File: src/rtl/aurora_64b66b_rx.sv
// aurora_64b66b_rx
//
// Receive-side parser for PCIe receive-end notifications carried over an Aurora 64B/66B
// AXI4-Stream RX user interface (no back-pressure: every valid beat is consumed).
// Each notification is a two-beat frame: a fixed header beat followed by a command beat.
// Command 1 produces an EDS rx-end event and command 2 a PMT rx-end event. Each event is
// stretched to PULSE_WIDTH cycles. Good and malformed frames are counted with saturation.
//
// Ports:
//   USER_CLK        Aurora user clock; all logic lives in this domain
//   RESET           synchronous, active-high reset (highest priority)
//   CHANNEL_UP      Aurora channel-up status; must be stable 16 cycles before parsing
//   rx_tvalid_i     beat valid
//   rx_tdata_i      beat data (64 bits)
//   rx_tkeep_i      byte enables; only 8'hFF counts as a well-formed beat
//   rx_tlast_i      last beat of frame
//   eds_rx_end_o    EDS receive-end event, high PULSE_WIDTH cycles
//   pmt_rx_end_o    PMT receive-end event, high PULSE_WIDTH cycles
//   frame_ok_cnt_o  saturating count of valid frames
//   frame_err_cnt_o saturating count of malformed frames
//   link_ready_o    channel qualified; beats are being parsed
//
// TCQ is accepted for compatibility with simulation-delay-style instantiations; the
// registers here are written without an explicit clock-to-Q delay.

module aurora_64b66b_rx #(
    parameter real         TCQ          = 0.1,
    parameter int unsigned PULSE_WIDTH  = 8,
    parameter logic [63:0] FRAME_HEADER = 64'h0000_0000_55AA_0001
) (
    input  logic        USER_CLK,
    input  logic        RESET,
    input  logic        CHANNEL_UP,
    input  logic        rx_tvalid_i,
    input  logic [63:0] rx_tdata_i,
    input  logic [7:0]  rx_tkeep_i,
    input  logic        rx_tlast_i,
    output logic        eds_rx_end_o,
    output logic        pmt_rx_end_o,
    output logic [15:0] frame_ok_cnt_o,
    output logic [15:0] frame_err_cnt_o,
    output logic        link_ready_o
);

    if (PULSE_WIDTH < 1 || PULSE_WIDTH > 255 || TCQ < 0.0) begin : g_param_check
        $error("aurora_64b66b_rx: PULSE_WIDTH must be 1..255 and TCQ non-negative");
    end

    localparam logic [7:0]  PW      = 8'(PULSE_WIDTH);
    localparam logic [63:0] CMD_EDS = 64'd1;
    localparam logic [63:0] CMD_PMT = 64'd2;

    typedef enum logic [2:0] {
        RX_IDLE = 3'b001,
        RX_CMD  = 3'b010,
        RX_DROP = 3'b100
    } rx_state_e;

    rx_state_e   r_state;
    rx_state_e   w_state_next;
    logic [4:0]  r_qual_cnt;
    logic [7:0]  r_eds_cnt;
    logic [7:0]  r_pmt_cnt;
    logic [15:0] r_ok_cnt;
    logic [15:0] r_err_cnt;

    logic        w_link_ok;
    logic        w_keep_ok;
    logic        w_eds_hit;
    logic        w_pmt_hit;
    logic        w_err_hit;

    // A CHANNEL_UP drop is honoured in the same cycle, before the qualifier clears.
    assign w_link_ok = r_qual_cnt[4] & CHANNEL_UP;
    assign w_keep_ok = (rx_tkeep_i == 8'hFF);

    always_comb begin
        w_state_next = r_state;
        w_eds_hit    = 1'b0;
        w_pmt_hit    = 1'b0;
        w_err_hit    = 1'b0;
        if (!w_link_ok) begin
            // Partial frames are silently discarded on channel loss.
            w_state_next = RX_IDLE;
        end else if (rx_tvalid_i) begin
            unique case (r_state)
                RX_IDLE: begin
                    if (rx_tlast_i) begin
                        w_err_hit = 1'b1;
                    end else if (w_keep_ok && rx_tdata_i == FRAME_HEADER) begin
                        w_state_next = RX_CMD;
                    end else begin
                        w_err_hit    = 1'b1;
                        w_state_next = RX_DROP;
                    end
                end
                RX_CMD: begin
                    if (rx_tlast_i) begin
                        w_state_next = RX_IDLE;
                        if (w_keep_ok && rx_tdata_i == CMD_EDS) begin
                            w_eds_hit = 1'b1;
                        end else if (w_keep_ok && rx_tdata_i == CMD_PMT) begin
                            w_pmt_hit = 1'b1;
                        end else begin
                            w_err_hit = 1'b1;
                        end
                    end else begin
                        w_err_hit    = 1'b1;
                        w_state_next = RX_DROP;
                    end
                end
                RX_DROP: begin
                    // Error already counted for this frame; just wait for its end.
                    if (rx_tlast_i) begin
                        w_state_next = RX_IDLE;
                    end
                end
                default: w_state_next = RX_IDLE;
            endcase
        end
    end

    always_ff @(posedge USER_CLK) begin
        if (RESET) begin
            r_state    <= RX_IDLE;
            r_qual_cnt <= 5'd0;
            r_eds_cnt  <= 8'd0;
            r_pmt_cnt  <= 8'd0;
            r_ok_cnt   <= 16'd0;
            r_err_cnt  <= 16'd0;
        end else begin
            r_state <= w_state_next;

            if (!CHANNEL_UP) begin
                r_qual_cnt <= 5'd0;
            end else if (!r_qual_cnt[4]) begin
                r_qual_cnt <= r_qual_cnt + 5'd1;
            end

            if ((w_eds_hit || w_pmt_hit) && r_ok_cnt != 16'hFFFF) begin
                r_ok_cnt <= r_ok_cnt + 16'd1;
            end
            if (w_err_hit && r_err_cnt != 16'hFFFF) begin
                r_err_cnt <= r_err_cnt + 16'd1;
            end

            // A new event reloads the stretcher even while it is still running.
            if (w_eds_hit) begin
                r_eds_cnt <= PW;
            end else if (r_eds_cnt != 8'd0) begin
                r_eds_cnt <= r_eds_cnt - 8'd1;
            end

            if (w_pmt_hit) begin
                r_pmt_cnt <= PW;
            end else if (r_pmt_cnt != 8'd0) begin
                r_pmt_cnt <= r_pmt_cnt - 8'd1;
            end
        end
    end

    assign eds_rx_end_o    = (r_eds_cnt != 8'd0);
    assign pmt_rx_end_o    = (r_pmt_cnt != 8'd0);
    assign frame_ok_cnt_o  = r_ok_cnt;
    assign frame_err_cnt_o = r_err_cnt;
    assign link_ready_o    = r_qual_cnt[4];

endmodule

File: config.mk
export PLATFORM = sky130hd
export DESIGN_NAME = aurora_64b66b_rx
export DESIGN_NICKNAME = d
export VERILOG_FILES = /design/src/rtl/aurora_64b66b_rx.sv
export SDC_FILE = /design/constraint.sdc
export NUM_CORES = 1
export LEC_CHECK = 0
export ABC_AREA = 1
export CORE_MARGIN = 2
export CORE_UTILIZATION = 45
export DETAILED_ROUTE_END_ITERATION = 10
export PLACE_DENSITY = 0.82
export SLEW_MARGIN = 10
export SYNTH_ARGS = -nofsm -noshare
export SYNTH_HDL_FRONTEND = slang
export SYNTH_SLANG_ARGS = --single-unit
File: constraint.sdc
create_clock -name USER_CLK -period 3.25 [get_ports USER_CLK]
set_input_delay 0.975 -clock USER_CLK [delete_from_list [all_inputs] [get_ports USER_CLK]]
set_output_delay 0.975 -clock USER_CLK [all_outputs]
set_load 0.05 [all_outputs]
After elaboration in Yosys (flattened, before gate mapping):

Index checks and enable logic that the tools add are counted.

* register bits: 56
* input port bits: 77
* output and inout bits: 35
* logic and storage cells: 72

* $add $sub $neg: 5
* equal/unequal tests: 11
* multiplexer cells: 29
* bitwise logic cells: 3
* reductions and logical operators: 15

Operators by type and width (number)
* 64-bit by 1-bit == test with 1-bit output (second input constant): 1
* 64-bit by 2-bit == test with 1-bit output (second input constant): 1
* 64-bit by 31-bit == test with 1-bit output (second input constant): 1
* 16-bit by 1-bit adder with 16-bit output (second input constant): 2
* 16-bit inequality test (second input constant): 2
* 1-bit two-way mux: 18
* 4-bit two-way mux: 4
* 8-bit nonzero test: 2
* 8-bit by 1-bit subtractor with 8-bit output (second input constant): 2
* 3-bit two-way mux: 4
* 3-bit case mux with 3 select lines: 1
* 8-bit == test (second input constant): 1
* 2-bit OR reduction: 4
* 5-bit by 1-bit adder with 5-bit output (second input constant): 1
* 1-bit logical AND: 5
* 5-bit two-way mux: 1
* 2-bit inequality test (second input constant): 2
* 2-bit nonzero test: 2
* 3-bit by 1-bit == test with 1-bit output (second input constant): 1
* 3-bit by 2-bit == test with 1-bit output (second input constant): 1
* 3-bit == test (second input constant): 1
* 3-bit AND reduction: 1
* 1-bit inverter: 2
* 1-bit case mux with 2 select lines: 1
* other kinds (2): 2

Longest topological paths before layout:

Gate-level depths: netlist of run 1.

* depth after elaboration: 10
* gate-level depth with buffers: 14
* gate-level depth less buffers: 13

Worst setup path before layout of run 1:

No wires, ideal clock.

* path type: in2reg
* start: in rx_tdata_i[11]
* end: reg r_err_cnt[8], in the netlist frame_err_cnt_o[8]
* library setup time: 0.128 ns
* arrival: 2.157 ns
* data required time: 3.122 ns
* setup slack: 0.966 ns
* cell stages on the path: 12
* path buffers: 1
* cells stage by stage: nor2_1 > and2_1 > nand3_1 > nor2_1 > nand3_2 > a21oi_2 > nand3_4 > buf_6 > nand3_1 > nand2_1 > nand2_1 > nor2_1

* word-level cells in the longest chain between the ends: 9
* elaborated cells on any way between the ends: 15
* classes of those cells: eq/ne (3); mux (8); reduce/logical (4)

Ends and longest elaborated chain
* start, declared: line 35 `input logic [63:0] rx_tdata_i,`
* 64-bit by 2-bit == test with 1-bit output: line 102 `end else if (w_keep_ok && rx_tdata_i == CMD_PMT) begin`
* 1-bit logical AND: line 102
* 1-bit two-way mux: line 102
* 1-bit two-way mux: line 100 `if (w_keep_ok && rx_tdata_i == CMD_EDS) begin`
* 1-bit two-way mux: line 98 `if (rx_tlast_i) begin`
* 1-bit case mux with 2 select lines *: line 86 `unique case (r_state)`
* 1-bit two-way mux *: line 85 `end else if (rx_tvalid_i) begin`
* 1-bit two-way mux *: line 82 `if (!w_link_ok) begin`
* 1-bit logical AND *: line 143 `if (w_err_hit && r_err_cnt != 16'hFFFF) begin`
* end signal, assigned: line 144 `r_err_cnt <= r_err_cnt + 16'd1;`
* end, declared: line 65 `logic [15:0] r_err_cnt;`

Mark *: on every way between the ends. The rest lies on a longest branch, timed or not.
A chain may end at the register's enable or synchronous reset.

Worst setup path after layout of run 1:

* start: reg r_eds_cnt[0]
* end: out eds_rx_end_o

* word-level cells in the longest chain between the ends: 1

Ends and longest elaborated chain
* start, declared: line 62 `logic [7:0] r_eds_cnt;`
* start signal, assigned: line 151 `r_eds_cnt <= r_eds_cnt - 8'd1;`
* 8-bit nonzero test: line 162 `assign eds_rx_end_o = (r_eds_cnt != 8'd0);`
* end, declared: line 38 `output logic eds_rx_end_o,`

No other way between the ends.

==> Flow_metrics.wiki, run 1 <==
{| class="wikitable"
! Metric !! Value
|-
| Worst-margin pin slew || 516 ps
|-
| Final min period || 2960 ps
|-
| TNS Setup || 0 ps
|-
| Biggest fanout along the worst timing path || 5
|-
| Worst hold-check slack || 491 ps
|-
| Run status || finished, final reports clean
|-
| Power density over the cells || 436 nW/um2
|-
| Relative slew slack || 65.5%
|-
| Hold Violations, Final || 0
|-
| Worst voltage drop across the vdd grid || 0.227 mV
|-
| Count of max-cap constraint violations || 0
|-
| Number of nets produced by synthesis || 635
|-
| Mapped cell area || 3460 um2
|-
| Flip-flop and latch count after synthesis || 56
|-
| Site row count || 31
|-
| Number of levels in the clock H-tree || 2
|-
| Total of cells resized after clock tree synthesis || 0
|-
| Placer's final routability congestion estimate || 0.858
|-
| Layout Nets || 749
|-
| Dominant delay contributor by cell family on the critical path || buffers and inverters
|-
| DPL Wire Length || 6680 um
|-
| Number of instances in the synthesized netlist || 551
|-
| Final WL || 8260 um
|-
| Via count of the first global-routing pass || 3701
|-
| Post-synth EDFFs || 0
|-
| Type of the worst setup path || reg -> out
|-
| Worst skew pair latency || 320 ps
|-
| Detailed-route via count || 3754
|-
| Synthesis-to-layout area growth || 38.4%
|-
| TritonCTS clock tree || built
|-
| Vias per cell || 4.91
|-
| Antenna diodes || 0
|-
| Sinks on Clock Net || 56
|-
| Initial standard-cell utilization of the core || 47.2%
|-
| Count of pins on the block boundary || 112
|-
| Antenna violations before repair || 0
|-
| Sequential cell area fraction in the yosys report || 32.4%
|-
| Per-instance average area after synthesis || 6.28 um2
|-
| Clock slew at the register clock pins of the worst setup and hold paths || 110 ps
|-
| Start point of the critical path || r_eds_cnt[0]
|-
| Library cell with the largest summed area after synthesis || sky130_fd_sc_hd__dfxtp_1
|-
| GR Util All Layers || 20.7%
|-
| Highest clock frequency the design can meet || 337 MHz
|-
| Setup repair after global routing missed its margin || no
|-
| Die height || 91.7 um
|-
| Library cells used by synthesis || 39
|-
| Total congestion overflow after global routing || 0
|-
| CP Data Required Time || 2270 ps
|-
| Number of slew-limit violations in the final report || 0
|-
| First-pass GRT wire length || 14900 um
|-
| Average wire per standard cell || 10.8 um
|-
| Endpoint arrival time on the critical path || 1990 ps
|-
| Port Buffer Count || 111
|-
| Total clock buffers created by CTS || 5
|-
| Number of failing setup endpoints in the final timing report || 0
|-
| Worst path buffer plus inverter count || 2
|-
| Reg2reg start || frame_ok_cnt_o[0]
|-
| Crit-path max cell delay || 850 ps
|-
| Synthesis Warnings || 0
|-
| Cell type of the slowest stage on the worst timing path || sky130_fd_sc_hd__clkdlybuf4s50_1
|-
| Core region area || 7330 um2
|-
| Type of the most critical hold path || reg -> reg
|-
| Share of post-route cells with drive strength above 1 || 5.11%
|-
| Largest net degree at the start of global routing || 27
|-
| Largest cells by area after synthesis || sky130_fd_sc_hd__dfxtp_1, sky130_fd_sc_hd__nor2_1, sky130_fd_sc_hd__nand2_1
|-
| Async S/R FF share, synth || 0%
|-
| Worst Skew || 10.9 ps
|-
| Post-CTS setup buffer count || 0
|-
| # DRC || 0
|-
| Layout fillers || 661
|-
| Buffer levels on the longest clock path || 2
|-
| Cell breakdown of the critical path || inv_1, ha_1, nand4_1, clkdlybuf4s50_1
|-
| Hold_sp || frame_ok_cnt_o[4]
|-
| Most common flop cell mapped by yosys || sky130_fd_sc_hd__dfxtp_1
|-
| DR iter-0 viols || 105
|-
| Die area || 8410 um2
|-
| Final Core Density || 65.3%
|-
| Antenna-violating nets left || 0
|-
| Hold-fix buffers at CTS || 0
|-
| Area share of the largest cell type after synthesis || 32.4%
|-
| Length of the first detailed-routing pass in iterations || 4
|-
| Floorplan die width || 91.7 um
|-
| Final worst path period share || 91.2%
|-
| CTS Root Buffer Type || sky130_fd_sc_hd__clkbuf_8
|-
| Leakage power || 1.97 nW
|-
| Endpoint kind of the worst setup timing path || output pin
|-
| Element type at the critical path start || flip-flop
|}
logic make-up (layout without fill, tap and decap cells):
kind of cell	after synthesis	in the layout	share of synthesized area, %
simple gates	351	351	45.4
buf+inv	88	203	10.1
flops	56	56	32.4
compound gates	32	32	5.14
xor+xnor	15	15	3.80
fa+ha+maj	7	7	2.53
mux	2	2	0.651
layout make-up:
| type | instances | area, um2 | area share, % |
|---|---|---|---|
| clock inverter | 3 | 50.0 | 1.04 |
| clock buffer | 5 | 68.8 | 1.44 |
| sequential | 56 | 1120 | 23.4 |
| tap | 99 | 124 | 2.59 |
| timing repair buffer | 114 | 1130 | 23.7 |
| inverter | 81 | 304 | 6.35 |
| multi-input combinational | 407 | 1990 | 41.5 |
power by group:
group	total [mW]	internal (mW)	leakage [nW]	switching, mW
Combinational	0.754	0.350	1.46	0.404
Clock	0.491	0.238	0.0607	0.253
Sequential	0.842	0.779	0.455	0.0626
Total	2.09	1.37	1.97	0.720
through the flow:
stage	area, um2	std cells	setup WS (ps)	power [mW]
after global placement	4670	757	272	1.58
final	4790	765	286	2.09
after CTS	4790	765	281	2.10
after global routing	4790	765	221	2.23
after detailed placement	4670	757	177	1.61
after floorplan	3460	551	966	1.38
worst reg2reg max path, cell delays in order, from the launching register on:
cell and delay (ps):
sky130_fd_sc_hd__dfxtp_1 410, sky130_fd_sc_hd__ha_1 190, sky130_fd_sc_hd__nand2_1 80, sky130_fd_sc_hd__nor2_1 260, sky130_fd_sc_hd__nand2_1 90, sky130_fd_sc_hd__nor3_1 200, sky130_fd_sc_hd__nand2_1 110, sky130_fd_sc_hd__nand3_1 140
sky130_fd_sc_hd__inv_2 80, sky130_fd_sc_hd__nand2_1 80, sky130_fd_sc_hd__xor2_1 150, sky130_fd_sc_hd__nor2_1 50
final timing paths:
check             slack (ps)  cells after the start                end
hold / removal           490                      2  frame_ok_cnt_o[4]
setup reg to reg        1310                     11  frame_ok_cnt_o[5]
setup / recovery         290                      4       eds_rx_end_o
hold reg to reg          490                      2  frame_ok_cnt_o[4]
layer usage:
layer | up-vias | track usage, % | wire length [um]
met5 | - | 0 | 0
met4 | 0 | 6.44 | 125
met3 | 13 | 3.04 | 313
met2 | 80 | 40.4 | 4280
met1 | 1700 | 22.8 | 3540
li1 | 1961 | - | -
flip-flops by register name, summed over array words and instances, names as in the netlist:
name,count
frame_err_cnt_o,16
frame_ok_cnt_o,16
r_eds_cnt,8
r_pmt_cnt,8
r_qual_cnt,5
r_state,3
synth_stat cells, types with 3 or more instances:
| cell type | instances |
|---|---|
| sky130_fd_sc_hd__inv_1 | 73 |
| sky130_fd_sc_hd__xor2_1 | 10 |
| sky130_fd_sc_hd__nor3_1 | 20 |
| sky130_fd_sc_hd__ha_1 | 7 |
| sky130_fd_sc_hd__xnor2_1 | 5 |
| sky130_fd_sc_hd__nand4_1 | 24 |
| sky130_fd_sc_hd__nand3_1 | 32 |
| sky130_fd_sc_hd__inv_2 | 7 |
| sky130_fd_sc_hd__nand3b_1 | 3 |
| sky130_fd_sc_hd__o21ai_0 | 5 |
| sky130_fd_sc_hd__a21oi_1 | 18 |
| sky130_fd_sc_hd__clkbuf_1 | 3 |
| sky130_fd_sc_hd__nor2_1 | 137 |
| sky130_fd_sc_hd__nand2_1 | 118 |
| sky130_fd_sc_hd__nand3_2 | 4 |
| sky130_fd_sc_hd__dfxtp_1 | 56 |
cells in the final DEF, fill, tap and decap left out, drive strengths merged:
cell type,instances
nand2,118
xnor2,5
nor3b,1
o21bai,1
nand4,24
a21oi,19
o21ai,7
inv,82
dfxtp,56
o31ai,1
nand3b,3
nand3,37
clkbuf,5
bufinv,1
clkdlybuf4s50,111
nor2,139
o21a,1
mux2,2
nor3,22
nor4,1
or2,4
and2,2
clkinv,1
buf,3
a211oi,1
o211ai,1
ha,7
xor2,10
a31oi,1
Power figures use the tool's default switching activity.
==> run 2, diff against run 1 <==
--- a/config.mk
+++ b/config.mk
@@ -9,7 +9,7 @@
 export CORE_MARGIN = 2
 export CORE_UTILIZATION = 45
 export DETAILED_ROUTE_END_ITERATION = 10
-export PLACE_DENSITY = 0.82
+export PLACE_DENSITY = 0.85
 export SLEW_MARGIN = 10
 export SYNTH_ARGS = -nofsm -noshare
 export SYNTH_HDL_FRONTEND = slang
==> run 2 against run 1 <==
  * Sequential power is essentially flat
  * Total power shrank 1.3%
  * Combinational power grew 0.7%
  * Final area shrank 0.39%
  * Fmax grew 0.37%
  * Register-to-register slack lost 30 ps
  * Final cell count shrank 0.13%
  * Sequential share of layout area grew 0.092 points
  * Sequential cell count is the same
  * Die area is the same
  * Critical path type unchanged
==> Flow_metrics.wiki, run 2 (synthesis results as in run 1) <==
{| class="wikitable"
! Metric !! Value
|-
| Run status || finished, final reports clean
|-
| Worst hold-check slack || 501 ps (+10.4 ps)
|-
| Antenna violations before repair || 0 (unchanged)
|-
| Clock slew at the register clock pins of the worst setup and hold paths || 100 ps (about the same)
|-
| Layout Nets || 748 (-0.13%)
|-
| Final min period || 2950 ps (-11.0 ps)
|-
| Number of slew-limit violations in the final report || 0 (unchanged)
|-
| Site row count || 31 (unchanged)
|-
| Placer's final routability congestion estimate || 0.840 (-2.1%)
|-
| Final worst path period share || 90.9% (-0.34 points)
|-
| Largest net degree at the start of global routing || 27 (unchanged)
|-
| Initial standard-cell utilization of the core || 47.2% (unchanged)
|-
| Commonest cells after routing, fill and taps aside || sky130_fd_sc_hd__nor2_1, sky130_fd_sc_hd__nand2_1, sky130_fd_sc_hd__clkdlybuf4s50_1, sky130_fd_sc_hd__inv_1, sky130_fd_sc_hd__dfxtp_1
|-
| Power density over the cells || 432 nW/um2 (-0.91%)
|-
| Worst Setup Slack, final || 297 ps (+11.0 ps)
|-
| CTS Root Buffer Type || sky130_fd_sc_hd__clkbuf_8
|-
| Worst Skew || 8.40 ps (-2.50 ps)
|-
| Share of post-route cells with drive strength above 1 || 4.81% (-0.29 points)
|-
| Total congestion overflow after global routing || 0 (unchanged)
|-
| Via count of the first global-routing pass || 3792 (+2.5%)
|-
| Leakage power || 1.96 nW (-0.52%)
|-
| Number of levels in the clock H-tree || 2 (unchanged)
|-
| Count of pins on the block boundary || 112 (unchanged)
|-
| Crit-path max cell delay || 850 ps (about the same)
|-
| Post-CTS setup buffer count || 0 (unchanged)
|-
| Placed Instance Area || 4660 um2 (-0.16%)
|-
| TritonCTS clock tree || built
|-
| Relative slew slack || 64.4% (-1.1 points)
|-
| Register-to-Register Path Depth || 11 (unchanged)
|-
| Element type at the critical path start || flip-flop
|-
| Leading cell type in the layout, fill and taps excluded || sky130_fd_sc_hd__nor2_1
|-
| TNS Setup || 0 ps (unchanged)
|-
| Depth of the critical timing path with buffers and inverters included || 4 (unchanged)
|-
| Number of placed cells counting well taps || 756 (-0.13%)
|-
| First-pass GRT wire length || 15100 um (+1.7%)
|-
| Vias per cell || 4.92 (+0.34%)
|-
| Detailed-route via count || 3762 (+0.21%)
|-
| Total of cells resized after clock tree synthesis || 0 (unchanged)
|-
| Average wire per standard cell || 11.1 um (+3.0%)
|-
| Biggest fanout along the worst timing path || 5 (unchanged)
|-
| Antenna diodes || 0 (unchanged)
|-
| GR Util All Layers || 21.2% (+0.42 points)
|-
| Setup repair after global routing missed its margin || no
|-
| Dominant delay contributor by cell family on the critical path || buffers and inverters
|-
| Antenna-violating nets left || 0 (unchanged)
|-
| Core region area || 7330 um2 (unchanged)
|-
| Sinks on Clock Net || 56 (unchanged)
|-
| Worst path buffer plus inverter count || 2 (unchanged)
|-
| Final Non-Filler Cells || 764 (-0.13%)
|-
| Synthesis-to-layout area growth || 37.9%
|-
| Worst voltage drop across the vdd grid || 0.238 mV (+4.8%)
|-
| Final Core Density || 65.1% (-0.26 points)
|-
| Endpoint kind of the worst setup timing path || output pin
|-
| Length of the first detailed-routing pass in iterations || 5 (+1)
|-
| Count of max-cap constraint violations || 0 (unchanged)
|-
| Number of failing setup endpoints in the final timing report || 0 (unchanged)
|-
| Buffer levels on the longest clock path || 2 (unchanged)
|-
| Total power || 2.06 mW (-1.3%)
|-
| Final WL || 8490 um (+2.8%)
|-
| Floorplan die width || 91.7 um (unchanged)
|-
| Cell breakdown of the critical path || inv_1, ha_1, nand4_1, clkdlybuf4s50_1
|-
| Endpoint arrival time on the critical path || 1980 ps (about the same)
|-
| Type of the worst setup path || reg -> out
|-
| Final non-filler cell area || 4770 um2 (-0.39%)
|-
| Register area || 1120 um2 (unchanged)
|-
| DR iter-0 viols || 139 (+32%)
|-
| Hold Violations, Final || 0 (unchanged)
|-
| Hold-fix buffers at CTS || 0 (unchanged)
|-
| Die height || 91.7 um (unchanged)
|-
| Worst-margin pin slew || 531 ps (+15.2 ps)
|-
| DPL Wire Length || 6870 um (+2.8%)
|-
| Port Buffer Count || 111 (unchanged)
|-
| Total clock buffers created by CTS || 5 (unchanged)
|-
| # DRC || 0 (unchanged)
|-
| Type of the most critical hold path || reg -> reg
|-
| Die area || 8410 um2 (unchanged)
|-
| Worst skew pair latency || 310 ps (about the same)
|-
| Layout fillers || 641 (-3.0%)
|-
| Cell type of the slowest stage on the worst timing path || sky130_fd_sc_hd__clkdlybuf4s50_1
|-
| Number of cells on the worst hold path || 2 (unchanged)
|-
| Footprint of the multi-input gates || 1990 um2 (unchanged)
|-
| CP Data Required Time || 2270 ps (about the same)
|-
| Placement Setup Slack || 149 ps (-27.8 ps)
|-
| Highest clock frequency the design can meet || 339 MHz (+0.37%)
|}
run 2: changes by cell type in the layout (fill, tap and decap cells not counted), sizes merged:
cell    change
buf         -1
clkbuf      +1
clkinv      +1
inv         -2
run 2: path summary, 6_finish.rpt:
check | start | endpoint | slack (ps)
hold reg to reg | r_qual_cnt[1] | r_qual_cnt[1] | 500
setup / recovery | r_eds_cnt[0] | eds_rx_end_o | 300
setup reg to reg | frame_ok_cnt_o[0] | frame_ok_cnt_o[5] | 1280
hold / removal | r_qual_cnt[1] | r_qual_cnt[1] | 500
run 2: layout make-up:
cell class                 count  area share [%]
timing repair buffer         113            23.6
multi-input combinational    407            41.7
clock inverter                 2           0.734
inverter                      81            6.37
sequential                    56            23.5
tap                           99            2.60
clock buffer                   6            1.52
run 2: power by group:
part / switching, mW / internal (mW) / leakage [nW]
clock: 0.228 / 0.229 / 0.0552
sequential: 0.0639 / 0.779 / 0.455
combinational: 0.410 / 0.349 / 1.45
run 2: metal layers:
metal | global-route usage (%) | vias to the layer above | wire [um]
met3 | 3.62 | 13 | 391
met2 | 40.7 | 94 | 4450
li1 | - | 1965 | -
met5 | 0 | - | 0
met1 | 23.6 | 1690 | 3530
met4 | 6.06 | 0 | 118
run 2: tightest hold or removal path, stage by stage, from the launching register on:
cell and delay [ps]:
sky130_fd_sc_hd__dfxtp_1 340, sky130_fd_sc_hd__nand2_1 60, sky130_fd_sc_hd__a21oi_1 60
==> run 3, diff against run 2 <==
--- a/config.mk
+++ b/config.mk
@@ -9,7 +9,7 @@
 export CORE_MARGIN = 2
 export CORE_UTILIZATION = 45
 export DETAILED_ROUTE_END_ITERATION = 10
-export PLACE_DENSITY = 0.85
+export PLACE_DENSITY = 0.82
 export SLEW_MARGIN = 10
 export SYNTH_ARGS = -nofsm -noshare
 export SYNTH_HDL_FRONTEND = slang
==> results of run 3 <==
No change in the layout: final DEF, timing and power equal those of run 1.
